**config.mk**
```make
export PLATFORM = sky130hd
export DESIGN_NAME = audio_sample_scheduler
export DESIGN_NICKNAME = d
export VERILOG_FILES = /design/src/rtl/audio_sample_scheduler.sv
export SDC_FILE = /design/constraint.sdc
export NUM_CORES = 1
export LEC_CHECK = 0
export BUFFER_PORTS_ARGS = -buffer_cell sky130_fd_sc_hd__buf_2
export CAP_MARGIN = 20
export CORE_MARGIN = 1
export CORE_UTILIZATION = 25
export DETAILED_ROUTE_END_ITERATION = 8
export SLEW_MARGIN = 10
export SYNTH_ARGS = -nofsm -noshare
export SYNTH_HDL_FRONTEND = slang
export SYNTH_SLANG_ARGS = --single-unit
```
**constraint.sdc**
```tcl
create_clock -name clk_pixel -period 3.9 [get_ports clk_pixel]
set_clock_uncertainty 0.1 [all_clocks]
set_input_delay 0.195 -clock clk_pixel [delete_from_list [all_inputs] [get_ports clk_pixel]]
set_output_delay 0.195 -clock clk_pixel [all_outputs]
set_load 0.01 [all_outputs]
```
**src/rtl/audio_sample_scheduler.sv**
```systemverilog
// audio_sample_scheduler
// Generates an exact-average AUDIO_RATE strobe in the clk_pixel domain using a
// fractional accumulator. It buffers stereo pairs from a valid/ready source in
// a small FIFO, and presents one arithmetically attenuated pair on each strobe.
// Ticks that find the FIFO empty are counted as underruns (saturating).
module audio_sample_scheduler #(
    parameter int PIXEL_CLK_HZ    = 74250000,
    parameter int AUDIO_RATE      = 48000,
    parameter int AUDIO_BIT_WIDTH = 16,
    parameter int FIFO_DEPTH      = 4,
    parameter int ATTEN_SHIFT     = 9
) (
    input  logic                          clk_pixel,
    input  logic                          reset_n,
    input  logic                          enable,
    input  logic                          src_valid,
    output logic                          src_ready,
    input  logic [AUDIO_BIT_WIDTH-1:0]    src_left,
    input  logic [AUDIO_BIT_WIDTH-1:0]    src_right,
    output logic                          audio_tick,
    output logic [AUDIO_BIT_WIDTH-1:0]    audio_left,
    output logic [AUDIO_BIT_WIDTH-1:0]    audio_right,
    output logic [$clog2(FIFO_DEPTH):0]   fifo_level,
    output logic [15:0]                   underrun_count
);

    // The accumulator must hold acc + AUDIO_RATE without wrapping.
    // acc stays below PIXEL_CLK_HZ, so one extra bit is enough.
    localparam int ACC_W = $clog2(PIXEL_CLK_HZ) + 1;
    localparam int PTR_W = $clog2(FIFO_DEPTH);
    localparam int LVL_W = PTR_W + 1;

    localparam logic [ACC_W-1:0] RATE_C  = ACC_W'(AUDIO_RATE);
    localparam logic [ACC_W-1:0] PIX_C   = ACC_W'(PIXEL_CLK_HZ);
    localparam logic [LVL_W-1:0] DEPTH_C = LVL_W'(FIFO_DEPTH);

    logic [ACC_W-1:0]           acc;
    logic [ACC_W-1:0]           acc_sum;
    logic [ACC_W-1:0]           acc_next;
    logic                       tick_next;

    logic [AUDIO_BIT_WIDTH-1:0] mem_left  [FIFO_DEPTH];
    logic [AUDIO_BIT_WIDTH-1:0] mem_right [FIFO_DEPTH];
    logic [PTR_W-1:0]           wr_ptr;
    logic [PTR_W-1:0]           rd_ptr;
    logic [LVL_W-1:0]           level_next;
    logic                       fifo_empty;
    logic                       fifo_full;
    logic                       push;
    logic                       pop;
    logic                       underrun;

    // Source handshake: a pair transfers on a rising clk_pixel edge where both
    // src_valid and src_ready are high. src_valid may assert at any time.
    // src_ready depends only on enable, reset and the registered level, never
    // on src_valid. A full FIFO refuses the pair even when a pop happens on the
    // same edge.

    // Tick decision, FIFO status and handshake qualifiers
    always_comb begin
        acc_sum    = acc + RATE_C;
        tick_next  = enable && (acc_sum >= PIX_C);
        acc_next   = tick_next ? (acc_sum - PIX_C) : acc_sum;
        fifo_empty = (fifo_level == '0);
        fifo_full  = (fifo_level == DEPTH_C);
        src_ready  = reset_n && enable && !fifo_full;
        push       = src_valid && src_ready;
        pop        = tick_next && !fifo_empty;
        underrun   = tick_next && fifo_empty;
    end

    // Occupancy after this edge's push and pop
    always_comb begin
        level_next = fifo_level;
        if (push && !pop) begin
            level_next = fifo_level + LVL_W'(1);
        end else if (pop && !push) begin
            level_next = fifo_level - LVL_W'(1);
        end
    end

    // Fractional accumulator and the one-cycle audio strobe
    always_ff @(posedge clk_pixel or negedge reset_n) begin
        if (!reset_n) begin
            acc        <= '0;
            audio_tick <= 1'b0;
        end else if (!enable) begin
            acc        <= '0;
            audio_tick <= 1'b0;
        end else begin
            acc        <= acc_next;
            audio_tick <= tick_next;
        end
    end

    // FIFO pointers and level; disabling flushes the queue
    always_ff @(posedge clk_pixel or negedge reset_n) begin
        if (!reset_n) begin
            wr_ptr     <= '0;
            rd_ptr     <= '0;
            fifo_level <= '0;
        end else if (!enable) begin
            wr_ptr     <= '0;
            rd_ptr     <= '0;
            fifo_level <= '0;
        end else begin
            if (push) begin
                wr_ptr <= wr_ptr + PTR_W'(1);
            end
            if (pop) begin
                rd_ptr <= rd_ptr + PTR_W'(1);
            end
            fifo_level <= level_next;
        end
    end

    // FIFO storage; contents are meaningless until written, so no reset
    always_ff @(posedge clk_pixel) begin
        if (push) begin
            mem_left[wr_ptr]  <= src_left;
            mem_right[wr_ptr] <= src_right;
        end
    end

    // Output pair loads the attenuated head on a tick and holds otherwise
    always_ff @(posedge clk_pixel or negedge reset_n) begin
        if (!reset_n) begin
            audio_left  <= '0;
            audio_right <= '0;
        end else if (pop) begin
            audio_left  <= $signed(mem_left[rd_ptr]) >>> ATTEN_SHIFT;
            audio_right <= $signed(mem_right[rd_ptr]) >>> ATTEN_SHIFT;
        end
    end

    // Saturating count of ticks that found nothing to play
    always_ff @(posedge clk_pixel or negedge reset_n) begin
        if (!reset_n) begin
            underrun_count <= '0;
        end else if (underrun && (underrun_count != 16'hFFFF)) begin
            underrun_count <= underrun_count + 16'd1;
        end
    end

endmodule

```
[Yosys cells after proc, flatten, opt, wreduce, memory -nomap -nowiden]
Memories as Yosys holds them, arrays and structs flattened. A register that Yosys moved wholly into a read port is not among the register bits.
Index checks and enable logic that the tools add are counted.
Storage, ports and cells
  bits in registers: 52
  RAM bits: 128
  memories kept: 2
Memory list
  mem_left: depth 4, bits a word 16, rd ports 1, clocked after Yosys merged registers in 1, wr ports 1, line 42  | logic [AUDIO_BIT_WIDTH-1:0] mem_left [FIFO_DEPTH];
  mem_right: depth 4, bits a word 16, rd ports 1, clocked after Yosys merged registers in 1, wr ports 1, line 43  | logic [AUDIO_BIT_WIDTH-1:0] mem_right [FIFO_DEPTH];
Cells by class
  add/subtract/negate cells: 7
  $lt $le $gt $ge: 1
  eq/ne operators: 5
  mux-type cells: 12
  reduce and logical (&&, ||, !) cells: 16
Operator list (number)
  $mux 28: 2
  $add 28x16->28 const B: 1
  $ge 28x27->1 const B: 1
  $sub 28x27->28 const B: 1
  $add 16x1->16 const B: 1
  $ne 16x16->1 const B: 1
  $logic_and 1x1->1: 9
  $mux 3: 3
  $mux 2: 4
  $logic_not 1->1: 6
  $add 2x1->2 const B: 2
  $ne 2x1->1 const B: 2
  $add 3x1->3 const B: 1
  $eq 3x3->1 const B: 1
  $logic_not 3->1: 1
  $mux 1: 3
  $ne 3x1->1 const B: 1
  $sub 3x1->3 const B: 1

[Longest topological paths before layout]
  depth after elaboration: 9
  depth in mapped cells: 16
  mapped depth without buffers: 15

[Worst setup path after synthesis]
OpenSTA, ideal clock, no wires.
  path kind: flip-flop to flip-flop
  start: reg acc[7]
  end: reg fifo_level[2]
  setup time: 126 ps
  arrival time: 3267 ps
  required time: 3674 ps
  slack: 407 ps
  stages on the path, launching flop included: 16
  path buffers: 1
  cells stage by stage: dfrtp_1 -> inv_1 -> ha_1 -> nor2b_1 -> or4_1 -> o311ai_1 -> o31a_2 -> o21ai_1 -> a21oi_2 -> or2_1 -> buf_6 -> a21oi_1 -> fa_1 -> nand2_1 -> nor2_1 -> o311a_1
Between the ends
  cells in the longest elaborated chain, start to end: 8
  elaborated cells between the ends (all ways): 10
RTL lines
  start, declared: line 37  | logic [ACC_W-1:0] acc;
  start signal, assigned: line 91  | acc <= acc_next;
  $add 28x16->28 *: line 61  | acc_sum = acc + RATE_C;
  $ge 28x27->1 *: line 62  | tick_next = enable && (acc_sum >= PIX_C);
  $logic_and 1x1->1 *: line 62
  $logic_and 1x1->1 *: line 68  | pop = tick_next && !fifo_empty;
  $logic_not 1->1: line 75  | if (push && !pop) begin
  $logic_and 1x1->1: line 75
  $mux 3: line 75
  $mux 3: line 102  | end else if (!enable) begin
  end signal, assigned: line 113  | fifo_level <= level_next;
  end, declared: line 23  | output logic [$clog2(FIFO_DEPTH):0] fifo_level,
Every way passes the cells marked *; elsewhere a longest branch is shown, timed or not.
A chain may end at the register's enable or synchronous reset.

[Final worst setup path]
Ends and elaborated chain as after synthesis.

==> metrics.yaml <==
sta:
  finalSetupTns_ns: 0
  min_period_ns: 3.671
  setup_viol: 0
  fin_crit_sh: 0.9414
  maxSlewHeadroom: 0.3294
  whs_ns: -0.05765
  grt_setup_unrepaired: "no"
  hold_viol: 62
  max_freq_mhz: 272.4
  fin_ws_ns: 0.2287
  report.final.slew_viol_count: 0
  tightest_slew_ns: 1.006
logic_synthesis:
  yosysSeqAreaShare: 0.5278
  yosys_warnings: 0
  yosysUniqueCellTypes: 78
  synth.top_cell.area_share: 0.2745
  synth-edff-count: 56
  synthFlopType: "dfrtp_1"
  synth_nets: 557
  yosys.area.top_type: "edfxtp_1"
  synth_commonest_cells: "62 x dfrtp_1, 56 x edfxtp_1, 50 x nand2_1"
  synth.area.top_cells: "edfxtp_1 27%, dfrtp_1 25%, mux4_2 5.1%"
  synth.avg_cell_area_um2: 11.99
  post-synth-top-count-cell: "dfrtp_1"
  async_flop_share: 0.5254
  postSynthCellCount: 511
  synth_area_um2: 6126
  ys_seq_elements: 118
die:
  core_area_um2: 23750
  die_width_um: 158.5
  rows: 56
  start_util: 0.2579
  pin_count: 89
  die_area_um2: 25130
  die_y_um: 158.5
worst_setup_path:
  path_cells: "inv_1 > ha_1 > nor2b_2 > or4_1 > o311ai_1 > o31a_2 > o21ai_1 > a21oi_2 > or2_1 > a21oi_1 > fa_1 > nand2_1 > nor2_1 > o311a_1"
  cp.depth: 14
  critPathKind: "flop to flop"
  worst-endpoint-required_ns: 4.09
  crit_buf_inv: 1
  start_kind: "flop"
  cpPeakStageDelay_ns: 0.51
  r2r_cells: 14
  slowest_stage: "or4_1"
  cpLargestDelayFamily: "compound AO/OA/AOI/OAI gates"
  path_max_fanout: 6
  arrival_ns: 3.86
  end_kind: "flop"
global_route:
  antenna_found_initial: 0
  grt_pass1_wl_um: 22000
  first_global_vias: 4126
  grt.total_usage: 0.1146
  grt_max_degree: 63
  grt-ovfl-total: 0
place:
  place_ws_ns: 0.2129
  dp_cells: 881
  gp_congestion: 0.8052
  hpwl_um: 8937
  io_buffers: 70
worst_hold_path:
  hp-class: "primary input to asynchronous set/reset pin"
finish:
  antenna_cells: 0
  layout-area-overhead-vs-synth_pct: 23.61
  drive_above_1_share: 0.2780
  fin_util: 0.3188
  nNetsFinal: 641
  final_cell_count_no_fill: 927
route:
  drc: 0
  via_per_inst: 4.475
  first_pass_iters: 5
  drt_iter0_drc: 240
  wl_per_cell_um: 14.60
  postRouteAntennaNets: 0
  wl_um: 13540
  vias: 4148
cts:
  cts_setup_buffers: 0
  clk-insertion-delay-late_ns: 0.41
  root_buffer: "clkbuf_16"
  cts.path.max_buffers: 2
  cts_tree: "done"
  numCtsBuffers: 17
  cts.sinks: 118
  clk_pin_slew_ns: 0.07
  h-tree-depth: 4
job:
  drv_cap: 0
power:
  power_density_nw_per_um2: 483.5
  ir_drop_v: 0.0002485
  leakagePower_nw: 3.154
outcome:
  status: "finished with violations"
  violations: "negative hold slack"
## cell type report
class,instances,area (µm²)
inverter,14,52.55
clock buffer,18,439.2
tap,319,399.1
sequential,118,3236
fill,2361,16180
multi-input combinational,342,2609
timing repair buffer,102,650.6
clock inverter,14,186.4
## logic make-up after synthesis
| logic type | synth area share |
|---|---|
| AND/OR/NAND/NOR | 0.1716 |
| AO/OA/AOI/OAI | 0.07435 |
| flip-flops | 0.5278 |
| buffers and inverters | 0.04739 |
| adder cells (fa/ha/maj) | 0.02165 |
| multiplexers | 0.08721 |
| XOR/XNOR | 0.07006 |
## per-stage QoR
stage / hold WS (ns) / power (mW) / area [µm²]
after floorplan: -0.2006 / 1.823 / 6126
after global placement: 0.3145 / 1.995 / 6798
after global routing: 0.04393 / 3.825 / 7572
final: -0.05765 / 3.661 / 7572
after CTS: 0.009444 / 3.690 / 7564
after detailed placement: 0.3184 / 1.994 / 6798
## sequential cells by signal (all words and copies together), names as in the netlist
name,cells
mem_right,28
acc,24
mem_left,28
wr_ptr,2
underrun_count,16
rd_ptr,2
audio_tick,1
audio_right,7
fifo_level,3
audio_left,7
## final timing paths
kind                                   startpoint           endpoint  slack [ns]
worst min-delay path                      reset_n     audio_right[5]       -0.06
min in group clk_pixel                     enable         audio_tick        0.24
worst max register to register             acc[7]      fifo_level[2]        0.23
max in group asynchronous                 reset_n             acc[7]        3.19
worst min register to register  underrun_count[6]  underrun_count[6]        0.39
worst max-delay path                       acc[7]      fifo_level[2]        0.23
## placed cells by master (no fill, tap or decap), types with 14 or more instances in the layout
cell type,instances
and2_1,24
and3_1,14
buf_2,70
buf_4,16
clkbuf_16,17
dfrtp_1,60
dlygate4sd3_1,14
edfxtp_1,56
inv_1,14
mux4_2,14
nand2_1,50
nand3_1,18
nor2_1,19
xnor2_1,36
## what timing repair did
action                                  in CTS  in global routing
endpoints found under the setup margin       0                  2
hold buffers                                14                  0
endpoints found under the hold margin       56                  0
resized for setup                            0                  4
## report_power, final
group / internal (mW) / switching [mW] / total [mW]
combinational: 0.250 / 0.330 / 0.581
clock: 1.04 / 0.629 / 1.67
sequential: 1.35 / 0.0642 / 1.41
## routing by layer
metal	global-route usage	share of wire	routed length (µm)	up-vias
li1	-	-	-	2006
met1	0.1551	0.48	6507	2024
met2	0.1796	0.46	6293	106
met3	0.02994	0.047	633	12
met4	0.03159	0.0075	102	0
met5	0	0	0	-
No activity file was read; power rests on OpenSTA's default activity.
